[src/rtl/i2c_master_controller.sv]
// Byte-level open-drain I2C master: START, address, one write byte or READ_BYTES read bytes, STOP.
// Define I2C_CLK_STRETCH_EN to honour slave clock stretching while SCL is released.
module i2c_master_controller #(
    parameter int CLK_DIV    = 250,
    parameter int READ_BYTES = 2
) (
    input  logic       clk,
    input  logic       rst_n,
    input  logic       start_read,
    input  logic [6:0] slave_addr,
    input  logic       read_write_n,
    input  logic [7:0] write_data,
    output logic [7:0] i2c_read_data,
    output logic       transaction_done,
    output logic       ack_error,
    output logic       busy,
    output logic       scl_oe,
    output logic       sda_oe,
    input  logic       sda_i,
    input  logic       scl_i
);
    localparam int DIV_W = (CLK_DIV > 1) ? $clog2(CLK_DIV) : 1;
    localparam logic [DIV_W-1:0] DIV_LAST = DIV_W'(CLK_DIV - 1);
    localparam logic [1:0] LAST_BYTE = 2'(READ_BYTES - 1);

    typedef enum logic [3:0] {
        S_IDLE     = 4'd0,
        S_START    = 4'd1,
        S_ADDR     = 4'd2,
        S_ADDR_ACK = 4'd3,
        S_WR_BYTE  = 4'd4,
        S_WR_ACK   = 4'd5,
        S_RD_BYTE  = 4'd6,
        S_M_ACK    = 4'd7,
        S_STOP     = 4'd8,
        S_BUS_FREE = 4'd9
    } state_t;

    state_t           state_r, state_s;
    logic [DIV_W-1:0] div_r;
    logic [1:0]       q_r;
    logic [2:0]       bit_r, bit_s;
    logic [1:0]       byte_r, byte_s;
    logic [7:0]       addr_byte_r, wdata_r, rx_r, rd_data_r, tx_byte_s;
    logic             ack_r;
    logic             done_r, done_s, err_r, err_s, busy_r, busy_s;
    logic             scl_oe_r, scl_s, sda_oe_r, sda_s;
    logic             sda_meta_r, sda_sync_r;
    logic             accept_s, hold_s, tick_s, bit_end_s, sample_s, bit_scl_s;

`ifdef I2C_CLK_STRETCH_EN
    logic scl_meta_r, scl_sync_r;
    logic stretch_state_s;

    // Two-flop synchroniser for the SCL pad, used to detect slave stretching.
    always_ff @(posedge clk or negedge rst_n) begin
        if (!rst_n) begin
            scl_meta_r <= 1'b1;
            scl_sync_r <= 1'b1;
        end else begin
            scl_meta_r <= scl_i;
            scl_sync_r <= scl_meta_r;
        end
    end

    assign stretch_state_s = (state_r == S_ADDR) || (state_r == S_ADDR_ACK) ||
                             (state_r == S_WR_BYTE) || (state_r == S_WR_ACK) ||
                             (state_r == S_RD_BYTE) || (state_r == S_M_ACK) ||
                             (state_r == S_STOP);
    assign hold_s = stretch_state_s && (q_r == 2'd1) && !scl_sync_r;
`else
    logic unused_scl_s;
    assign unused_scl_s = scl_i;
    assign hold_s       = 1'b0;
`endif

    assign tick_s    = (state_r != S_IDLE) && !hold_s && (div_r == DIV_LAST);
    assign bit_end_s = tick_s && (q_r == 2'd3);
    assign sample_s  = tick_s && (q_r == 2'd2);
    assign bit_scl_s = (q_r == 2'd0) || (q_r == 2'd3);
    assign tx_byte_s = (state_r == S_ADDR) ? addr_byte_r : wdata_r;

    // Two-flop synchroniser for the SDA pad.
    always_ff @(posedge clk or negedge rst_n) begin
        if (!rst_n) begin
            sda_meta_r <= 1'b1;
            sda_sync_r <= 1'b1;
        end else begin
            sda_meta_r <= sda_i;
            sda_sync_r <= sda_meta_r;
        end
    end

    // Quarter-period divider and quarter counter; parked at zero while idle.
    always_ff @(posedge clk or negedge rst_n) begin
        if (!rst_n) begin
            div_r <= {DIV_W{1'b0}};
            q_r   <= 2'd0;
        end else if (state_r == S_IDLE) begin
            div_r <= {DIV_W{1'b0}};
            q_r   <= 2'd0;
        end else if (hold_s) begin
            div_r <= div_r;
            q_r   <= q_r;
        end else if (div_r == DIV_LAST) begin
            div_r <= {DIV_W{1'b0}};
            q_r   <= q_r + 2'd1;
        end else begin
            div_r <= div_r + DIV_W'(1);
        end
    end

    // FSM state, counters and registered bus/status outputs.
    always_ff @(posedge clk or negedge rst_n) begin
        if (!rst_n) begin
            state_r  <= S_IDLE;
            bit_r    <= 3'd0;
            byte_r   <= 2'd0;
            done_r   <= 1'b0;
            err_r    <= 1'b0;
            busy_r   <= 1'b0;
            scl_oe_r <= 1'b0;
            sda_oe_r <= 1'b0;
        end else begin
            state_r  <= state_s;
            bit_r    <= bit_s;
            byte_r   <= byte_s;
            done_r   <= done_s;
            err_r    <= err_s;
            busy_r   <= busy_s;
            scl_oe_r <= scl_s;
            sda_oe_r <= sda_s;
        end
    end

    // Next-state and line-drive decode; transitions happen on the q3 tick of each bit.
    always_comb begin
        state_s  = state_r;
        bit_s    = bit_r;
        byte_s   = byte_r;
        done_s   = 1'b0;
        err_s    = 1'b0;
        busy_s   = busy_r;
        scl_s    = 1'b0;
        sda_s    = 1'b0;
        accept_s = 1'b0;
        case (state_r)
            S_IDLE: begin
                busy_s = 1'b0;
                if (start_read) begin
                    accept_s = 1'b1;
                    busy_s   = 1'b1;
                    bit_s    = 3'd0;
                    byte_s   = 2'd0;
                    state_s  = S_START;
                end else begin
                    state_s = S_IDLE;
                end
            end
            S_START: begin
                // First bit-time: bus idle then SDA falls with SCL high; second: SCL low.
                scl_s = bit_r[0];
                sda_s = bit_r[0] | q_r[1];
                if (bit_end_s) begin
                    if (bit_r[0]) begin
                        bit_s   = 3'd0;
                        state_s = S_ADDR;
                    end else begin
                        bit_s = 3'd1;
                    end
                end else begin
                    bit_s = bit_r;
                end
            end
            S_ADDR, S_WR_BYTE: begin
                scl_s = bit_scl_s;
                sda_s = ~tx_byte_s[3'd7 - bit_r];
                if (bit_end_s) begin
                    bit_s = bit_r + 3'd1;
                    if (bit_r == 3'd7) begin
                        state_s = (state_r == S_ADDR) ? S_ADDR_ACK : S_WR_ACK;
                    end else begin
                        state_s = state_r;
                    end
                end else begin
                    bit_s = bit_r;
                end
            end
            S_ADDR_ACK: begin
                scl_s = bit_scl_s;
                if (bit_end_s) begin
                    if (ack_r) begin
                        err_s   = 1'b1;
                        state_s = S_STOP;
                    end else if (addr_byte_r[0]) begin
                        state_s = S_RD_BYTE;
                    end else begin
                        state_s = S_WR_BYTE;
                    end
                end else begin
                    state_s = S_ADDR_ACK;
                end
            end
            S_WR_ACK: begin
                scl_s = bit_scl_s;
                if (bit_end_s) begin
                    err_s   = ack_r;
                    done_s  = ~ack_r;
                    state_s = S_STOP;
                end else begin
                    state_s = S_WR_ACK;
                end
            end
            S_RD_BYTE: begin
                scl_s = bit_scl_s;
                if (bit_end_s) begin
                    bit_s   = bit_r + 3'd1;
                    state_s = (bit_r == 3'd7) ? S_M_ACK : S_RD_BYTE;
                end else begin
                    bit_s = bit_r;
                end
            end
            S_M_ACK: begin
                scl_s = bit_scl_s;
                sda_s = (byte_r != LAST_BYTE);
                if (bit_end_s) begin
                    done_s = 1'b1;
                    if (byte_r == LAST_BYTE) begin
                        byte_s  = 2'd0;
                        state_s = S_STOP;
                    end else begin
                        byte_s  = byte_r + 2'd1;
                        state_s = S_RD_BYTE;
                    end
                end else begin
                    byte_s = byte_r;
                end
            end
            S_STOP: begin
                scl_s = (q_r == 2'd0);
                sda_s = (q_r != 2'd3);
                if (bit_end_s) begin
                    state_s = S_BUS_FREE;
                end else begin
                    state_s = S_STOP;
                end
            end
            S_BUS_FREE: begin
                if (bit_end_s) begin
                    busy_s  = 1'b0;
                    state_s = S_IDLE;
                end else begin
                    state_s = S_BUS_FREE;
                end
            end
            default: begin
                busy_s  = 1'b0;
                state_s = S_IDLE;
            end
        endcase
    end

    // Request capture, ACK/data sampling on q2, and read-data hand-off.
    always_ff @(posedge clk or negedge rst_n) begin
        if (!rst_n) begin
            addr_byte_r <= 8'h00;
            wdata_r     <= 8'h00;
            rx_r        <= 8'h00;
            ack_r       <= 1'b1;
            rd_data_r   <= 8'h00;
        end else begin
            if (accept_s) begin
                addr_byte_r <= {slave_addr, read_write_n};
                wdata_r     <= write_data;
            end
            if (sample_s) begin
                ack_r <= sda_sync_r;
                if (state_r == S_RD_BYTE) begin
                    rx_r <= {rx_r[6:0], sda_sync_r};
                end
            end
            if (done_s && (state_r == S_M_ACK)) begin
                rd_data_r <= rx_r;
            end
        end
    end

    assign i2c_read_data    = rd_data_r;
    assign transaction_done = done_r;
    assign ack_error        = err_r;
    assign busy             = busy_r;
    assign scl_oe           = scl_oe_r;
    assign sda_oe           = sda_oe_r;

endmodule
[config.mk]
export PLATFORM = sky130hd
export DESIGN_NAME = i2c_master_controller
export DESIGN_NICKNAME = d
export VERILOG_FILES = /design/src/rtl/i2c_master_controller.sv
export SDC_FILE = /design/constraint.sdc
export NUM_CORES = 1
export LEC_CHECK = 0
export ABC_AREA = 1
export CAP_MARGIN = 20
export CORE_UTILIZATION = 50
export CTS_BUF_LIST = sky130_fd_sc_hd__clkbuf_8
export DETAILED_ROUTE_END_ITERATION = 10
export GPL_ROUTABILITY_DRIVEN = 1
export PLACE_DENSITY = 0.73
export SLEW_MARGIN = 20
export SYNTH_ARGS = -nofsm -noshare
export SYNTH_HDL_FRONTEND = slang
export SYNTH_SLANG_ARGS = --single-unit
[constraint.sdc]
create_clock -name clk -period 1.9 [get_ports clk]
set_input_delay 0.38 -clock clk [delete_from_list [all_inputs] [get_ports clk]]
set_output_delay 0.38 -clock clk [all_outputs]
set_load 0.01 [all_outputs]
==> results.txt <==
I/O Pins - 34
Int Pwr - 0.002182 W
Largest net degree at the start of global routing - 60
Post-route clock skew - 0.008827 ns
Final hold vios - 0
Worst-path clk slew - 0.07 ns
Crit-path max FO - 16
Vias in the first global route - 2172
Min Tclk post-route - 1.698 ns
Post-CTS setup buffers - 0
CORE AREA - 0.005507 sq mm
Synth unique cells - 29
First-pass DRT Iterations - 4
Cell area after synthesis - 0.002863 sq mm
Multiplexer area fraction after synthesis - 0%
Synth Instances - 352
Nets - 421
Worst min path class - input port to async pin
Final period util - 89.39%
Die area - 0.006032 sq mm
CTS H-Tree Depth - 3
Worst EP required - 2.12 ns
Starting DRC count in detailed routing - 178
DR vias/cell - 4.972
Fmax - 588.8 MHz
Setup tns final - 0 ns
Synth-to-Final Area Change - 23.03%
Syn_nets - 380
Clock tree buffer depth - 2
Compound-gate portion of the synthesized area - 7.692%
Critical path class - register to register
GPL Wtd Cong - 0.8598
Final Setup Violations - 0
Most used cell, CP - nor2_2
Die Span X - 77.67 um
Largest family of logic cells by synthesized area - simple AND/OR/NAND/NOR gates
WL/cell - 11.72 um
Buffers and inverters on the worst path - 1
GRT Total Usage - 21.16%
Worst VDD drop - 0.0005343 V
DRT Wirelength - 5.497 mm
Net switching power - 0.0005331 W
Slew HR - 77.83%
Clock latency on the worst-skew pair - 0.34 ns
Layout cell share with drive strength beyond 1 - 12.34%
Status - completed
Combinational Power Share - 3.3%
Crit-path slowest cell - dfrtp_1
Slew Limit Fails - 0
CTS tree - built
Clk pwr share - 49.2%
Fraction of power consumed by sequential logic - 47.5%
Switch share - 19.63%
Max-cap check violation count - 0
CP Data Arrival Time - 1.92 ns
Die Height - 77.67 um
Leakage - 1.704 nW
Post-CTS Hold Fix Bufs - 0
Fillers - 484
Synth Area in Simple Gates - 31.34%
ANT nets after route - 0
Ys Warns - 0
First-pass GRT wire length - 9.749 mm
TritonCTS Buffers - 9
Worst-margin pin slew - 0.3313 ns
Seq/Total Area, Yosys - 51.70%
Total power divided by cell area - 770.9 mW/mm^2
Site row count - 27
Placed wire-length estimate - 3.888 mm
#FFs+latches synth - 59
Grt ovf - 0
Tot Pwr - 0.002715 W
Unrepaired setup endpoints after global routing - false
Post-route DRC - 0
Area share of xor/xnor cells in the synthesized design - 0%
Clock sink count - 59
Startpoint types - register
CP endpoint kind - register
Inserted Diodes - 0
Initial Util - 51.99%
Mapped Avg Cell Area - 8.133 sq um
Root Buffer - clkbuf_8
Slowest cell delay on critical path - 0.39 ns
# port buffers - 32
Adder-cell area share of the yosys netlist - 3.059%
Initial antenna violation count - 0
Vias - 2332
Cell Chain, Critical Path - inv_1 > ha_1 > nand2_1 > nor2_2 > nand3_1 > nor2_2 > nand2_2 > nor2_1 > a21oi_2
CP delay by family, top - simple AND/OR/NAND/NOR gates
-- sequential cells by signal (all words and copies together) (netlist names), 2 cells and up --
signal         count
addr_byte_r        8
bit_r              3
byte_r             2
div_r              8
i2c_read_data      8
q_r                2
rx_r               8
state_r            4
wdata_r            8
-- timing repair --
item | CTS | global route
resized for setup | 0 | 3
setup endpoints to repair | 0 | 16
hold endpoints to repair | 0 | 0
-- through the flow --
stage | cell area, sq um | std cells | hold slack (ns) | worst slack (ns) | utilization (%)
after CTS | 3511 | 469 | 0.04093 | 0.1056 | 63.76
after detailed placement | 3281 | 454 | 0.3489 | 0.1233 | 59.58
after floorplan | 2863 | 352 | 0.08441 | 0.3169 | -
final | 3522 | 469 | 0.02673 | 0.2015 | 63.96
after global placement | 3281 | 454 | 0.3471 | 0.1733 | 59.58
after global routing | 3522 | 469 | 0.05584 | 0.05894 | 63.96
-- layer usage --
layer / wire (um) / up-vias / track usage [%] / share of wire, %
met4: 90 / 0 / 8.113 / 1.6
met5: 0 / - / 0 / 0
li1: - / 1205 / - / -
met1: 2720 / 1078 / 29.16 / 49
met2: 2451 / 39 / 30.71 / 45
met3: 235 / 10 / 7.176 / 4.3
-- path summary, 6_finish.rpt --
| path | from | endpoint | slack [ns] | cells after the start |
|---|---|---|---|---|
| min in group clk | sda_meta_r | sda_sync_r | 0.36 | 0 |
| min reg2reg | sda_meta_r | sda_sync_r | 0.36 | 0 |
| max reg2reg | div_r[1] | rx_r[0] | 0.20 | 9 |
| min | rst_n | div_r[4] | 0.03 | 2 |
| max in group asynchronous | rst_n | ack_r | 1.56 | 2 |
| max | div_r[1] | rx_r[0] | 0.20 | 9 |
-- layout by cell type, fill, tap and decap left out --
cell	n
nor3_4	1
bufinv_16	3
dfrtp_1	56
nand3b_1	1
o21ai_2	2
nand4_1	1
clkinv_2	2
nor2_1	20
nand3_1	31
buf_12	1
clkinvlp_4	1
a21oi_1	6
nor2_2	5
dfstp_2	3
buf_4	4
inv_1	32
nor2_4	2
buf_2	1
nor3b_1	3
inv_2	5
nand2_4	2
ha_1	7
nor4_1	1
o21ai_1	11
nor3_1	5
o21ai_0	19
nand2_2	5
nand4_4	1
nand2_1	123
clkbuf_8	9
a21oi_2	2
clkdlybuf4s50_1	31
o221ai_1	1
-- layout make-up --
type                            count  area, sq um  area share (%)
Clock buffer                        9        123.9           3.517
Timing Repair Buffer               37        365.4           10.37
Clock inverter                      6        106.4           3.020
Sequential cell                    59         1480           42.02
Inverter                           37        140.1           3.979
Tap cell                           72        90.09           2.558
Multi-Input combinational cell    249         1216           34.53
-- logic make-up (layout without fill, tap and decap cells) --
| family | Yosys count | in the layout |
|---|---|---|
| compound gates | 41 | 41 |
| fa+ha+maj | 7 | 7 |
| buf+inv | 44 | 89 |
| flops | 59 | 59 |
| simple gates | 201 | 201 |
-- synth_stat cells (all sizes together) --
master | instances | share of area [%]
nand2 | 130 | 18
dfrtp | 56 | 49
inv | 36 | 4.7
o21ai | 32 | 5.9
nand3 | 31 | 5.4
nor2 | 27 | 4.2
a21oi | 8 | 1.5
ha | 7 | 3.1
nor3 | 6 | 1.4
buf | 5 | 1.0
dfstp | 3 | 2.8
nor3b | 3 | 0.79
clkbuf | 2 | 0.26
nand4 | 2 | 0.96
clkinv | 1 | 0.17
nand3b | 1 | 0.26
nor4 | 1 | 0.22
o221ai | 1 | 0.31
-- power by group through the flow --
stage	sequential (W)	combinational, W	clock (W)
2_1_floorplan	0.00131	0.0000212	0
3_3_place_gp	0.00131	0.0000914	0
3_5_place_dp	0.00131	0.0000924	0
4_1_cts	0.00129	0.0000927	0.00136
5_1_grt	0.00129	0.000104	0.00142
6_report	0.00129	0.0000894	0.00134
Note: power is estimated with default switching activity, not from simulation.
